--- src/rtl/id_stage_hazard.sv ---
// Decode stage: register bank, immediates, early branch/jump resolution, hazard stall FSM and ID/EX register.
// Optional macro ID_PERF_COUNTERS_EN adds saturating stall-cycle and redirect counters.
module id_stage_hazard #(
    parameter int REGISTERS_BANK_SIZE = 32,
    parameter int PC_SIZE             = 32,
    parameter int BUS_SIZE            = 32,
    parameter int CTRL_SIZE           = 16,
    localparam int AW                 = $clog2(REGISTERS_BANK_SIZE)
) (
    input  logic                                   i_clk,
    input  logic                                   i_reset,
    input  logic                                   i_valid,
    input  logic [BUS_SIZE-1:0]                    i_instruction,
    input  logic [PC_SIZE-1:0]                     i_next_seq_pc,
    input  logic                                   i_wb_write_enable,
    input  logic [AW-1:0]                          i_wb_addr,
    input  logic [BUS_SIZE-1:0]                    i_wb_data,
    input  logic                                   i_ex_wb,
    input  logic                                   i_ex_mem_read,
    input  logic [AW-1:0]                          i_ex_dst,
    input  logic                                   i_mem_wb,
    input  logic [AW-1:0]                          i_mem_dst,
    input  logic [BUS_SIZE-1:0]                    i_mem_data,
    input  logic                                   i_ex_ready,
    input  logic                                   i_flush,
    output logic                                   o_stall,
    output logic                                   o_redirect,
    output logic [PC_SIZE-1:0]                     o_redirect_pc,
    output logic                                   o_valid,
    output logic [CTRL_SIZE-1:0]                   o_ctrl,
    output logic [BUS_SIZE-1:0]                    o_bus_a,
    output logic [BUS_SIZE-1:0]                    o_bus_b,
    output logic [4:0]                             o_rs,
    output logic [4:0]                             o_rt,
    output logic [4:0]                             o_rd,
    output logic [BUS_SIZE-1:0]                    o_inm_ext_signed,
    output logic [BUS_SIZE-1:0]                    o_inm_ext_unsigned,
    output logic [BUS_SIZE-1:0]                    o_shamt_ext,
`ifdef ID_PERF_COUNTERS_EN
    output logic [31:0]                            o_stall_cycles,
    output logic [31:0]                            o_redirects,
`endif
    output logic [REGISTERS_BANK_SIZE*BUS_SIZE-1:0] o_bus_debug
);

    localparam logic [5:0] OP_RTYPE = 6'b000000;
    localparam logic [5:0] OP_J     = 6'b000010;
    localparam logic [5:0] OP_JAL   = 6'b000011;
    localparam logic [5:0] OP_BEQ   = 6'b000100;
    localparam logic [5:0] OP_BNE   = 6'b000101;
    localparam logic [5:0] OP_ADDI  = 6'b001000;
    localparam logic [5:0] OP_ANDI  = 6'b001100;
    localparam logic [5:0] OP_ORI   = 6'b001101;
    localparam logic [5:0] OP_LUI   = 6'b001111;
    localparam logic [5:0] OP_LW    = 6'b100011;
    localparam logic [5:0] OP_SW    = 6'b101011;
    localparam logic [5:0] FN_JR    = 6'b001000;
    localparam logic [5:0] FN_JALR  = 6'b001001;

    localparam int CB_REG_WRITE = 0;
    localparam int CB_REG_DST   = 1;
    localparam int CB_ALU_SRC   = 2;
    localparam int CB_MEM_READ  = 3;
    localparam int CB_MEM_WRITE = 4;
    localparam int CB_MEM_TO_REG = 5;
    localparam int CB_BRANCH    = 6;
    localparam int CB_JUMP      = 7;
    localparam int CB_LINK      = 8;
    localparam int CB_IMM_UNS   = 9;
    localparam int CB_SHAMT     = 10;

    typedef enum logic {ST_RUN = 1'b0, ST_STALL = 1'b1} state_t;

    // Control vector handed to EX; [13:11] selects the ALU operation class.
    function automatic logic [15:0] main_control(input logic [5:0] op, input logic [5:0] funct);
        logic [15:0] c;
        c = 16'h0000;
        case (op)
            OP_RTYPE: begin
                if (funct == FN_JR) begin
                    c[CB_JUMP] = 1'b1;
                end else if (funct == FN_JALR) begin
                    c[CB_JUMP]      = 1'b1;
                    c[CB_LINK]      = 1'b1;
                    c[CB_REG_WRITE] = 1'b1;
                    c[CB_REG_DST]   = 1'b1;
                end else begin
                    c[CB_REG_WRITE] = 1'b1;
                    c[CB_REG_DST]   = 1'b1;
                    c[CB_SHAMT]     = (funct[5:2] == 4'b0000);
                    c[13:11]        = 3'd1;
                end
            end
            OP_J:    c[CB_JUMP] = 1'b1;
            OP_JAL:  begin c[CB_JUMP] = 1'b1; c[CB_LINK] = 1'b1; c[CB_REG_WRITE] = 1'b1; end
            OP_BEQ,
            OP_BNE:  begin c[CB_BRANCH] = 1'b1; c[13:11] = 3'd5; end
            OP_ADDI: begin c[CB_REG_WRITE] = 1'b1; c[CB_ALU_SRC] = 1'b1; end
            OP_ANDI: begin c[CB_REG_WRITE] = 1'b1; c[CB_ALU_SRC] = 1'b1; c[CB_IMM_UNS] = 1'b1; c[13:11] = 3'd2; end
            OP_ORI:  begin c[CB_REG_WRITE] = 1'b1; c[CB_ALU_SRC] = 1'b1; c[CB_IMM_UNS] = 1'b1; c[13:11] = 3'd3; end
            OP_LUI:  begin c[CB_REG_WRITE] = 1'b1; c[CB_ALU_SRC] = 1'b1; c[13:11] = 3'd4; end
            OP_LW:   begin c[CB_REG_WRITE] = 1'b1; c[CB_ALU_SRC] = 1'b1; c[CB_MEM_READ] = 1'b1; c[CB_MEM_TO_REG] = 1'b1; end
            OP_SW:   begin c[CB_ALU_SRC] = 1'b1; c[CB_MEM_WRITE] = 1'b1; end
            default: c = 16'h0000;
        endcase
        return c;
    endfunction

    logic [BUS_SIZE-1:0] regs_q [REGISTERS_BANK_SIZE];
    logic [BUS_SIZE-1:0] regs_d [REGISTERS_BANK_SIZE];
    state_t              state_q, state_d;
    logic [1:0]          stall_cnt_q, stall_cnt_d;

    logic                valid_q, valid_d;
    logic [CTRL_SIZE-1:0] ctrl_q, ctrl_d;
    logic [BUS_SIZE-1:0] bus_a_q, bus_a_d, bus_b_q, bus_b_d;
    logic [4:0]          rs_q, rs_d, rt_q, rt_d, rd_q, rd_d;
    logic [BUS_SIZE-1:0] sext_q, sext_d, zext_q, zext_d, shamt_q, shamt_d;

    logic [5:0]          op_s, funct_s;
    logic [4:0]          rs_f_s, rt_f_s, rd_f_s, shamt_f_s;
    logic [15:0]         imm_s;
    logic [25:0]         dir_s;
    logic [AW-1:0]       rs_a_s, rt_a_s;
    logic [BUS_SIZE-1:0] rd_a_s, rd_b_s, fwd_a_s, fwd_b_s;
    logic                is_branch_s, is_jr_s, is_jump_s, taken_s;
    logic                hits_rs_s, hits_rt_s, h_load_s, h_br_s, hazard_s;
    logic [1:0]          stall_len_s;
    logic [CTRL_SIZE+15:0] ctrl_wide_s;
    logic [PC_SIZE+17:0] br_off_s;
    logic                stall_s, redirect_s, load_s, bubble_s;
    logic [PC_SIZE-1:0]  redirect_pc_s;

    assign op_s      = i_instruction[31:26];
    assign rs_f_s    = i_instruction[25:21];
    assign rt_f_s    = i_instruction[20:16];
    assign rd_f_s    = i_instruction[15:11];
    assign shamt_f_s = i_instruction[10:6];
    assign funct_s   = i_instruction[5:0];
    assign imm_s     = i_instruction[15:0];
    assign dir_s     = i_instruction[25:0];
    assign rs_a_s    = AW'(rs_f_s);
    assign rt_a_s    = AW'(rt_f_s);

    // Write-through reads: a same-cycle WB to the read address wins over the stored value.
    assign rd_a_s  = (rs_a_s == '0) ? '0 :
                     (i_wb_write_enable && (i_wb_addr == rs_a_s)) ? i_wb_data : regs_q[rs_a_s];
    assign rd_b_s  = (rt_a_s == '0) ? '0 :
                     (i_wb_write_enable && (i_wb_addr == rt_a_s)) ? i_wb_data : regs_q[rt_a_s];
    assign fwd_a_s = ((rs_a_s != '0) && i_mem_wb && (i_mem_dst == rs_a_s)) ? i_mem_data : rd_a_s;
    assign fwd_b_s = ((rt_a_s != '0) && i_mem_wb && (i_mem_dst == rt_a_s)) ? i_mem_data : rd_b_s;

    assign is_branch_s = (op_s == OP_BEQ) || (op_s == OP_BNE);
    assign is_jr_s     = (op_s == OP_RTYPE) && ((funct_s == FN_JR) || (funct_s == FN_JALR));
    assign is_jump_s   = (op_s == OP_J) || (op_s == OP_JAL) || is_jr_s;
    assign taken_s     = ((op_s == OP_BEQ) && (fwd_a_s == fwd_b_s)) ||
                         ((op_s == OP_BNE) && (fwd_a_s != fwd_b_s));

    assign hits_rs_s   = (i_ex_dst != '0) && (i_ex_dst == rs_a_s);
    assign hits_rt_s   = (i_ex_dst != '0) && (i_ex_dst == rt_a_s);
    assign h_load_s    = i_ex_mem_read && (hits_rs_s || hits_rt_s);
    assign h_br_s      = i_ex_wb && !i_ex_mem_read &&
                         ((is_branch_s && (hits_rs_s || hits_rt_s)) || (is_jr_s && hits_rs_s));
    assign hazard_s    = i_valid && (h_load_s || h_br_s);
    assign stall_len_s = (h_load_s && (is_branch_s || is_jr_s)) ? 2'd2 : 2'd1;

    assign ctrl_wide_s = {{CTRL_SIZE{1'b0}}, main_control(op_s, funct_s)};
    assign br_off_s    = {{PC_SIZE{imm_s[15]}}, imm_s, 2'b00};

    // Redirect target selection for jumps, register jumps and branches.
    always_comb begin
        redirect_pc_s = i_next_seq_pc + br_off_s[PC_SIZE-1:0];
        if (is_jr_s) begin
            redirect_pc_s = PC_SIZE'(fwd_a_s);
        end else if ((op_s == OP_J) || (op_s == OP_JAL)) begin
            redirect_pc_s = {i_next_seq_pc[PC_SIZE-1:28], dir_s, 2'b00};
        end else begin
            redirect_pc_s = i_next_seq_pc + br_off_s[PC_SIZE-1:0];
        end
    end

    // Stall FSM: flush beats backpressure, backpressure freezes everything.
    always_comb begin
        state_d     = state_q;
        stall_cnt_d = stall_cnt_q;
        stall_s     = 1'b0;
        redirect_s  = 1'b0;
        load_s      = 1'b0;
        bubble_s    = 1'b0;
        if (i_flush) begin
            state_d     = ST_RUN;
            stall_cnt_d = 2'd0;
            bubble_s    = 1'b1;
        end else if (!i_ex_ready) begin
            stall_s = 1'b1;
        end else begin
            case (state_q)
                ST_RUN: begin
                    if (hazard_s) begin
                        stall_s     = 1'b1;
                        bubble_s    = 1'b1;
                        stall_cnt_d = stall_len_s - 2'd1;
                        state_d     = (stall_len_s == 2'd2) ? ST_STALL : ST_RUN;
                    end else if (i_valid) begin
                        load_s     = 1'b1;
                        redirect_s = is_jump_s || taken_s;
                    end else begin
                        bubble_s = 1'b1;
                    end
                end
                ST_STALL: begin
                    stall_s  = 1'b1;
                    bubble_s = 1'b1;
                    if (stall_cnt_q <= 2'd1) begin
                        stall_cnt_d = 2'd0;
                        state_d     = ST_RUN;
                    end else begin
                        stall_cnt_d = stall_cnt_q - 2'd1;
                        state_d     = ST_STALL;
                    end
                end
                default: begin
                    state_d     = ST_RUN;
                    stall_cnt_d = 2'd0;
                    bubble_s    = 1'b1;
                end
            endcase
        end
    end

    assign o_stall       = stall_s;
    assign o_redirect    = redirect_s;
    assign o_redirect_pc = redirect_pc_s;

    // ID/EX next value: bubble, load or hold.
    always_comb begin
        valid_d = valid_q; ctrl_d = ctrl_q; bus_a_d = bus_a_q; bus_b_d = bus_b_q;
        rs_d = rs_q; rt_d = rt_q; rd_d = rd_q;
        sext_d = sext_q; zext_d = zext_q; shamt_d = shamt_q;
        if (bubble_s) begin
            valid_d = 1'b0; ctrl_d = '0; bus_a_d = '0; bus_b_d = '0;
            rs_d = 5'd0; rt_d = 5'd0; rd_d = 5'd0;
            sext_d = '0; zext_d = '0; shamt_d = '0;
        end else if (load_s) begin
            valid_d = 1'b1;
            ctrl_d  = ctrl_wide_s[CTRL_SIZE-1:0];
            bus_a_d = rd_a_s;
            bus_b_d = rd_b_s;
            rs_d    = rs_f_s;
            rt_d    = rt_f_s;
            rd_d    = rd_f_s;
            sext_d  = {{(BUS_SIZE-16){imm_s[15]}}, imm_s};
            zext_d  = {{(BUS_SIZE-16){1'b0}}, imm_s};
            shamt_d = {{(BUS_SIZE-5){1'b0}}, shamt_f_s};
        end else begin
            valid_d = valid_q;
        end
    end

    // Register bank write port; r0 is never written.
    always_comb begin
        for (int i = 0; i < REGISTERS_BANK_SIZE; i++) begin
            regs_d[i] = regs_q[i];
        end
        if (i_wb_write_enable && (i_wb_addr != '0)) begin
            regs_d[i_wb_addr] = i_wb_data;
        end else begin
            regs_d[0] = '0;
        end
    end

    // State, register bank and ID/EX flops.
    always_ff @(posedge i_clk or posedge i_reset) begin
        if (i_reset) begin
            for (int i = 0; i < REGISTERS_BANK_SIZE; i++) begin
                regs_q[i] <= '0;
            end
            state_q <= ST_RUN; stall_cnt_q <= 2'd0;
            valid_q <= 1'b0; ctrl_q <= '0; bus_a_q <= '0; bus_b_q <= '0;
            rs_q <= 5'd0; rt_q <= 5'd0; rd_q <= 5'd0;
            sext_q <= '0; zext_q <= '0; shamt_q <= '0;
        end else begin
            for (int i = 0; i < REGISTERS_BANK_SIZE; i++) begin
                regs_q[i] <= regs_d[i];
            end
            state_q <= state_d; stall_cnt_q <= stall_cnt_d;
            valid_q <= valid_d; ctrl_q <= ctrl_d; bus_a_q <= bus_a_d; bus_b_q <= bus_b_d;
            rs_q <= rs_d; rt_q <= rt_d; rd_q <= rd_d;
            sext_q <= sext_d; zext_q <= zext_d; shamt_q <= shamt_d;
        end
    end

    assign o_valid            = valid_q;
    assign o_ctrl             = ctrl_q;
    assign o_bus_a            = bus_a_q;
    assign o_bus_b            = bus_b_q;
    assign o_rs               = rs_q;
    assign o_rt               = rt_q;
    assign o_rd               = rd_q;
    assign o_inm_ext_signed   = sext_q;
    assign o_inm_ext_unsigned = zext_q;
    assign o_shamt_ext        = shamt_q;

    // Flattened bank view, register i at bits [i*BUS_SIZE +: BUS_SIZE].
    always_comb begin
        o_bus_debug = '0;
        for (int i = 0; i < REGISTERS_BANK_SIZE; i++) begin
            o_bus_debug[i*BUS_SIZE +: BUS_SIZE] = regs_q[i];
        end
    end

`ifdef ID_PERF_COUNTERS_EN
    logic [31:0] stall_cycles_q, stall_cycles_d, redirects_q, redirects_d;

    // Saturating counters; backpressure-only stalls are excluded.
    always_comb begin
        stall_cycles_d = stall_cycles_q;
        redirects_d    = redirects_q;
        if (stall_s && i_ex_ready && (stall_cycles_q != 32'hFFFF_FFFF)) begin
            stall_cycles_d = stall_cycles_q + 32'd1;
        end else begin
            stall_cycles_d = stall_cycles_q;
        end
        if (redirect_s && (redirects_q != 32'hFFFF_FFFF)) begin
            redirects_d = redirects_q + 32'd1;
        end else begin
            redirects_d = redirects_q;
        end
    end

    // Counter flops.
    always_ff @(posedge i_clk or posedge i_reset) begin
        if (i_reset) begin
            stall_cycles_q <= 32'd0;
            redirects_q    <= 32'd0;
        end else begin
            stall_cycles_q <= stall_cycles_d;
            redirects_q    <= redirects_d;
        end
    end

    assign o_stall_cycles = stall_cycles_q;
    assign o_redirects    = redirects_q;
`endif

endmodule

--- config.mk ---
export PLATFORM = sky130hd
export DESIGN_NAME = id_stage_hazard
export DESIGN_NICKNAME = d
export VERILOG_FILES = /design/src/rtl/id_stage_hazard.sv
export SDC_FILE = /design/constraint.sdc
export NUM_CORES = 2
export LEC_CHECK = 0
export ABC_CLOCK_PERIOD_IN_PS = 33200
export BUFFER_PORTS_ARGS = -buffer_cell sky130_fd_sc_hd__buf_4
export CELL_PAD_IN_SITES_DETAIL_PLACEMENT = 0
export CELL_PAD_IN_SITES_GLOBAL_PLACEMENT = 2
export CORE_AREA = 2 2 551 553
export DETAILED_ROUTE_END_ITERATION = 16
export DIE_AREA = 0 0 553 555
export PLACE_DENSITY_LB_ADDON = 0.1
export SLEW_MARGIN = 0
export SYNTH_ARGS = -nofsm -noshare
export SYNTH_HDL_FRONTEND = slang
export SYNTH_SLANG_ARGS = --single-unit
export TNS_END_PERCENT = 5
--- constraint.sdc ---
create_clock -name i_clk -period 33.2 [get_ports i_clk]
set_clock_uncertainty 0.1 [all_clocks]
set_input_delay 3.32 -clock i_clk [delete_from_list [all_inputs] [get_ports i_clk]]
set_output_delay 3.32 -clock i_clk [all_outputs]
set_load 0.1 [all_outputs]
; After elaboration in Yosys (flattened, before gate mapping)
; Cells that the tools add are included.
[op_classes]
addsub = 3
magnitude_cmp = 5
n_eq_ne = 22
muxes = 86
bitwise_logic = 4
reduce_logical = 47
[ops]
columns = operator, count
row1 = 1024-bit bitwise mux, 1
row2 = 32-bit 2-to-1 mux, 24
row3 = 32-bit binary-select mux with 5-bit select, 2
row4 = 32-bit demux with 5-bit select, 1
row5 = 6-bit by 4-bit equality test with 1-bit output (second input constant), 6
row6 = 1-bit 2-to-1 mux, 33
row7 = 32-bit adder, 1
row8 = 32-bit equality test, 1
row9 = 16-bit 2-to-1 mux, 2
row10 = 32-bit != test, 1
row11 = 5-bit equality test, 6
row12 = 5-bit 2-to-1 mux, 6
row13 = 1-bit logical AND, 20
row14 = 5-bit nonzero test, 4
row15 = 6-bit >= comparator (second input constant), 3
row16 = 2-bit 2-to-1 mux, 9
row17 = 5-bit NOT with 6-bit output, 3
row18 = 3-bit one-hot mux with 5 select lines, 1
row19 = 6-bit by 2-bit equality test with 1-bit output (second input constant), 2
row20 = 6-bit by 3-bit equality test with 1-bit output (second input constant), 2
row21 = 6-bit equality test (second input constant), 2
row22 = 1-bit one-hot mux with 2 select lines, 6
row23 = 6-bit OR reduction, 2
row24 = 5-bit zero test, 2
row25 = 14 further kinds, 27
[totals]
reg_bits = 1219
inputBits = 152

; Depth between registers and ports, before layout
[logic_depth]
word_depth = 16
mapped_depth = 18

; Worst setup path before layout
; OpenSTA, ideal clock, no wires.
[synth_timing]
kind = in2out
start = in i_instruction[1]
end = out o_redirect_pc[29]
t_arrival_ps = 7607
t_required_ps = 29780
path_slack_ps = 22173
path_stages = 13
cell_sequence = ha_1 > a21o_1 > a21oi_1 > o21ai_0 > a31o_2 > a31oi_1 > o21a_1 > o31ai_1 > a211oi_1 > nor2_1 > xor2_1 > mux2i_1 > o21ai_0
[synth_via]
elab_chain_cells = 4
elab_cells_between_ends = 7
cone_classes = add/sub (1) / eq/ne (2) / mux (2) / reduce/logical (2)
[synth_lines]
columns = item, line
row1 = start: declaration, 13  ; input logic [BUS_SIZE-1:0] i_instruction,
row2 = "parallel branches: the longest is 3 deep, another holds 32-bit adder", --
row3 = 32-bit 2-to-1 mux *, 173  ; if (is_jr_s) begin
row4 = end: declaration, 28  ; output logic [PC_SIZE-1:0] o_redirect_pc,
; Mark *: on every way between the ends.

; Final worst setup path
[layout_timing]
start = in i_instruction[16]
end = out o_redirect
[layout_via]
elab_chain_cells = 16
elab_cells_between_ends = 34
cone_classes = eq/ne (5) / mux (11) / bitwise (1) / reduce/logical (17)
[layout_lines]
columns = item, line
row1 = 5-bit NOT with 6-bit output (not written as such), 149  ; (i_wb_write_enable && (i_wb_addr == rt_a_s)) ? i_wb_data : regs_q[rt_a_s];
row2 = 32-bit binary-select mux with 5-bit select, 149
row3 = 32-bit 2-to-1 mux (not written as such) (2 in a row), 149
row4 = 32-bit 2-to-1 mux, 149
row5 = 32-bit 2-to-1 mux, 148  ; assign rd_b_s = (rt_a_s == '0) ? '0 :
row6 = 32-bit 2-to-1 mux, 151  ; assign fwd_b_s = ((rt_a_s != '0) && i_mem_wb && (i_mem_dst == rt_a_s)) ? i_mem_data : rd_b_s;
row7 = 32-bit equality test / 32-bit != test (equally long branches), "156, 157"
row8 = "1-bit logical AND, on equally long branches", "156, 157"
row9 = 1-bit logical OR, 156  ; assign taken_s = ((op_s == OP_BEQ) && (fwd_a_s == fwd_b_s)) ||
row10 = 1-bit logical OR, 206  ; redirect_s = is_jump_s || taken_s;
row11 = 1-bit 2-to-1 mux, 204  ; end else if (i_valid) begin
row12 = 1-bit 2-to-1 mux *, 199  ; if (hazard_s) begin
row13 = 1-bit 2-to-1 mux *, 197  ; case (state_q)
row14 = 1-bit 2-to-1 mux *, 194  ; end else if (!i_ex_ready) begin
row15 = 1-bit 2-to-1 mux *, 190  ; if (i_flush) begin
row16 = end: declaration, 27  ; output logic o_redirect,
; Every way passes the cells marked *; elsewhere a longest branch is shown, timed or not. The select of a mux whose other input is x is not followed.

==> run summary <==
Clock tree from TritonCTS -> yes
Final TNS setup -> 0 ns
Lkg Pwr -> 37.5 nW
PostCTS Resize Cnt -> 0
Gr ovfl total -> 0
Slew at the pin with the worst max-slew slack -> 1.43 ns
First-pass GRT wire length -> 603,000 um
Post-route insts no fill -> 10,000
Hold endpoint -> o_bus_b[26]$_DFFE_PP0P_
Main synth FF type -> dfrtp_1
# rows -> 202
PwrDens -> 88.2 mW/mm^2
Most common cell after layout, fill and taps aside -> buf_4
Seq/Total Area, Yosys -> 44.5%
Post-synth EDFFs -> 0
Cts bufs inserted -> 161
Via count -> 52,100
Setup crit end kind -> output port
Hold wc startpoint -> o_bus_b[26]$_DFFE_PP0P_
Synth-to-layout area growth -> 30.1%
Vias per inst -> 5.20
Critical Path Fanout Max -> 34
Setup violations, final -> 0
Synth unique cells -> 94
XOR/XNOR Fraction of Synth Area -> 1.18%
Core area -> 0.301 sq mm
H-Tree Depth -> 4
Avg Cell Area, Syn -> 13.4 sq um
Placed Instances -> 9,716
Starting Density -> 21.1%
FF+latch count, synth -> 1,131
Worst reg2reg endpoint -> o_bus_a[3]$_DFFE_PP0P_
Placement Cell Area -> 0.0774 sq mm
Largest net degree at the start of global routing -> 157
Clk slew on worst S/H paths -> 0.05 ns
CP arrival -> 10.27 ns
Post-route ant nets -> 0
Seq. cell area -> 0.0283 sq mm
Vias in the first global route -> 52,400
RSZ-0062 raised after global routing -> no
Reg2Reg Depth -> 6
R2R setup slack -> 29.94 ns
Die H -> 555 um
Placer Congestion -> 0.836
Die ar. -> 0.307 sq mm
Top achievable clock speed -> 73.1 MHz
Most frequent cells in the layout -> 1,477 x buf_4, 1,131 x dfrtp_1, 948 x mux2_2, 398 x mux4_2, 246 x nand2_1
Die Wd -> 553 um
Share of layout cells above drive strength 1 -> 53.3%
Drt total wl -> 471,000 um
Post-DP HPWL -> 348,000 um
Synth Area in Compound Gates -> 7.70%
Initial antenna violation count -> 57
Tightest Hold Check Type -> reg -> reg
I/O Pins -> 1,402
GRT Util Overall -> 29.9%
Final Max Tran Viols -> 0
Largest family of logic cells by synthesized area -> multiplexers
Worst Path Required -> 29.78 ns
Mux contribution to synthesized area -> 36.0%
Multi-input gate area -> 0.0326 sq mm
Adder-cell share of the synthesized area -> 0.602%
Gate count after technology mapping -> 4,734
CP Class -> in -> out
Filler cell count -> 31,400
Clock latency on the worst-skew pair -> 0.87 ns
Worst r2r src -> o_bus_debug[67]$_DFFE_PP0P_
Total chip power -> 0.00730 W
Buffer depth of the longest clock path -> 4
Design area -> 0.0828 sq mm
Detailed Routing Iterations Pass 1 -> 5
CTS Hold Buffers Added -> 0
PortBufs -> 1,356
Final nets -> 6,083
Simple-Gate Fraction of Synth Area -> 4.73%
Min Clock Period, post-route -> 13.69 ns
Post-Syn Area -> 0.0636 sq mm
WHS -> 0.380 ns
Iteration-0 DRC Markers -> 4,377
CTS Sinks -> 1,131
Rel. slew slack -> 3.83%
Ys async rst share -> 100%
Worst VDD drop -> 0.0448 mV
Element type at the critical path start -> input port
Remaining DRCs -> 0
Hold Fails Final Rpt -> 0
Clock root cell -> clkbuf_16
Ys Warns -> 0
Post-CTS Setup Inserts -> 0
Maxcap violations -> 0
Worst hold path stage count -> 2
Final worst-path cycle share -> 41.2%
Status -> complete, no violations
DR WL/cell -> 47.1 um
-- metrics by stage --
step                      utilization [%]  worst slack, ns
after global routing                 27.5            19.16
after floorplan                         -            14.17
after CTS                            27.5            19.36
after global placement               25.7            19.32
final                                27.5            19.51
after detailed placement             25.7            19.35
-- synthesized netlist by cell type, types with 7 or more instances --
master	n	area, sq um
a221oi_1	33	289
o211ai_1	10	75.1
buf_8	14	210
or3_1	7	43.8
nand4_1	15	93.8
and3_1	15	93.8
o22ai_1	70	438
o21a_1	13	97.6
a31oi_1	21	131
a211oi_1	13	97.6
nor2b_1	22	138
clkbuf_1	253	950
mux4_2	398	8960
o21ai_1	12	60.1
and2_1	46	288
nand2_1	262	983
o31ai_1	21	158
a21oi_1	99	495
buf_6	28	315
xor2_1	31	272
mux2i_1	187	1870
nand3b_1	7	52.6
mux4_1	54	1420
a32o_1	11	110
nor2_1	116	435
buf_12	16	320
a22oi_1	82	616
nor4_1	16	100
buf_4	131	983
nor3_1	32	160
buf_2	69	345
a21o_1	21	158
a32oi_1	8	70.1
o21ai_0	157	786
nand3_1	31	155
a22o_1	71	622
dfrtp_1	1131	28300
mux2_2	948	10700
buf_1	14	52.6
ha_1	29	363
inv_1	19	71.3
nand2b_1	19	119
xnor2_1	55	482
nor3b_1	7	52.6
-- routing by layer --
layer | share of wire, % | GRT usage, % | vias to the layer above
li1 | - | - | 20400
met1 | 42 | 38.4 | 28900
met2 | 47 | 49.2 | 2378
met3 | 8.0 | 8.56 | 391
met4 | 2.6 | 7.11 | 4
met5 | 0.0055 | 0 | -
-- worst max-delay path, stage by stage --
cell and delay [ns]:
buf_8 0.30, buf_4 0.62, buf_4 0.64, buf_4 0.55, buf_4 0.65, mux4_2 0.61
mux4_2 0.46, nor2_1 0.12, nor3_1 0.08, a21oi_1 0.92, o31ai_1 0.18, xor2_1 0.23
nor4_2 0.31, nand4_1 0.35, nand2_1 0.16, o211a_1 0.20, buf_4 0.30
-- registers in the layout, summed over array words and instances, names as in the netlist --
name	flops
o_bus_a	32
o_bus_b	32
o_bus_debug	1024
o_ctrl	13
o_inm_ext_signed	12
o_rd	4
o_rs	5
o_rt	5
o_valid	1
stall_cnt_q	2
state_q	1
-- final cells by class --
cell class / instances / share of cell area (%)
Sequential cell: 1131 / 34.2
Timing Repair Buffer: 1493 / 13.7
Clock buffer: 233 / 5.74
Multi-Input combinational cell: 3091 / 39.4
Antenna cell: 20 / 0.0605
Clock inverter: 44 / 0.706
Tap cell: 3978 / 6.01
Inverter: 23 / 0.112
-- power breakdown --
part	total, W	internal, W	switching, W
Combinational	0.00350	0.000780	0.00272
Clock	0.00182	0.00108	0.000739
Sequential	0.00198	0.00162	0.000363
-- worst max-delay path by stage --
stage / cells after the start / to / slack, ns / from
after floorplan: 1 / o_bus_a[0]$_DFFE_PP0P_ / 14.17 / i_reset
after global placement: 17 / o_redirect / 19.32 / i_instruction[16]
after detailed placement: 17 / o_redirect / 19.35 / i_instruction[16]
after CTS: 17 / o_redirect / 19.36 / i_instruction[16]
after global routing: 17 / o_redirect / 19.16 / i_instruction[16]
final: 17 / o_redirect / 19.51 / i_instruction[16]
-- cell families after synthesis --
| logic type | Yosys count |
|---|---|
| muxes | 1587 |
| and+or+nand+nor | 630 |
| xor gates and xnor gates | 86 |
| other | 1 |
| AOI/OAI and AO/OA | 713 |
| buffers and inverters | 556 |
| adders and majority gates | 30 |
| DFF | 1131 |
(Power assumes the default switching activity.)
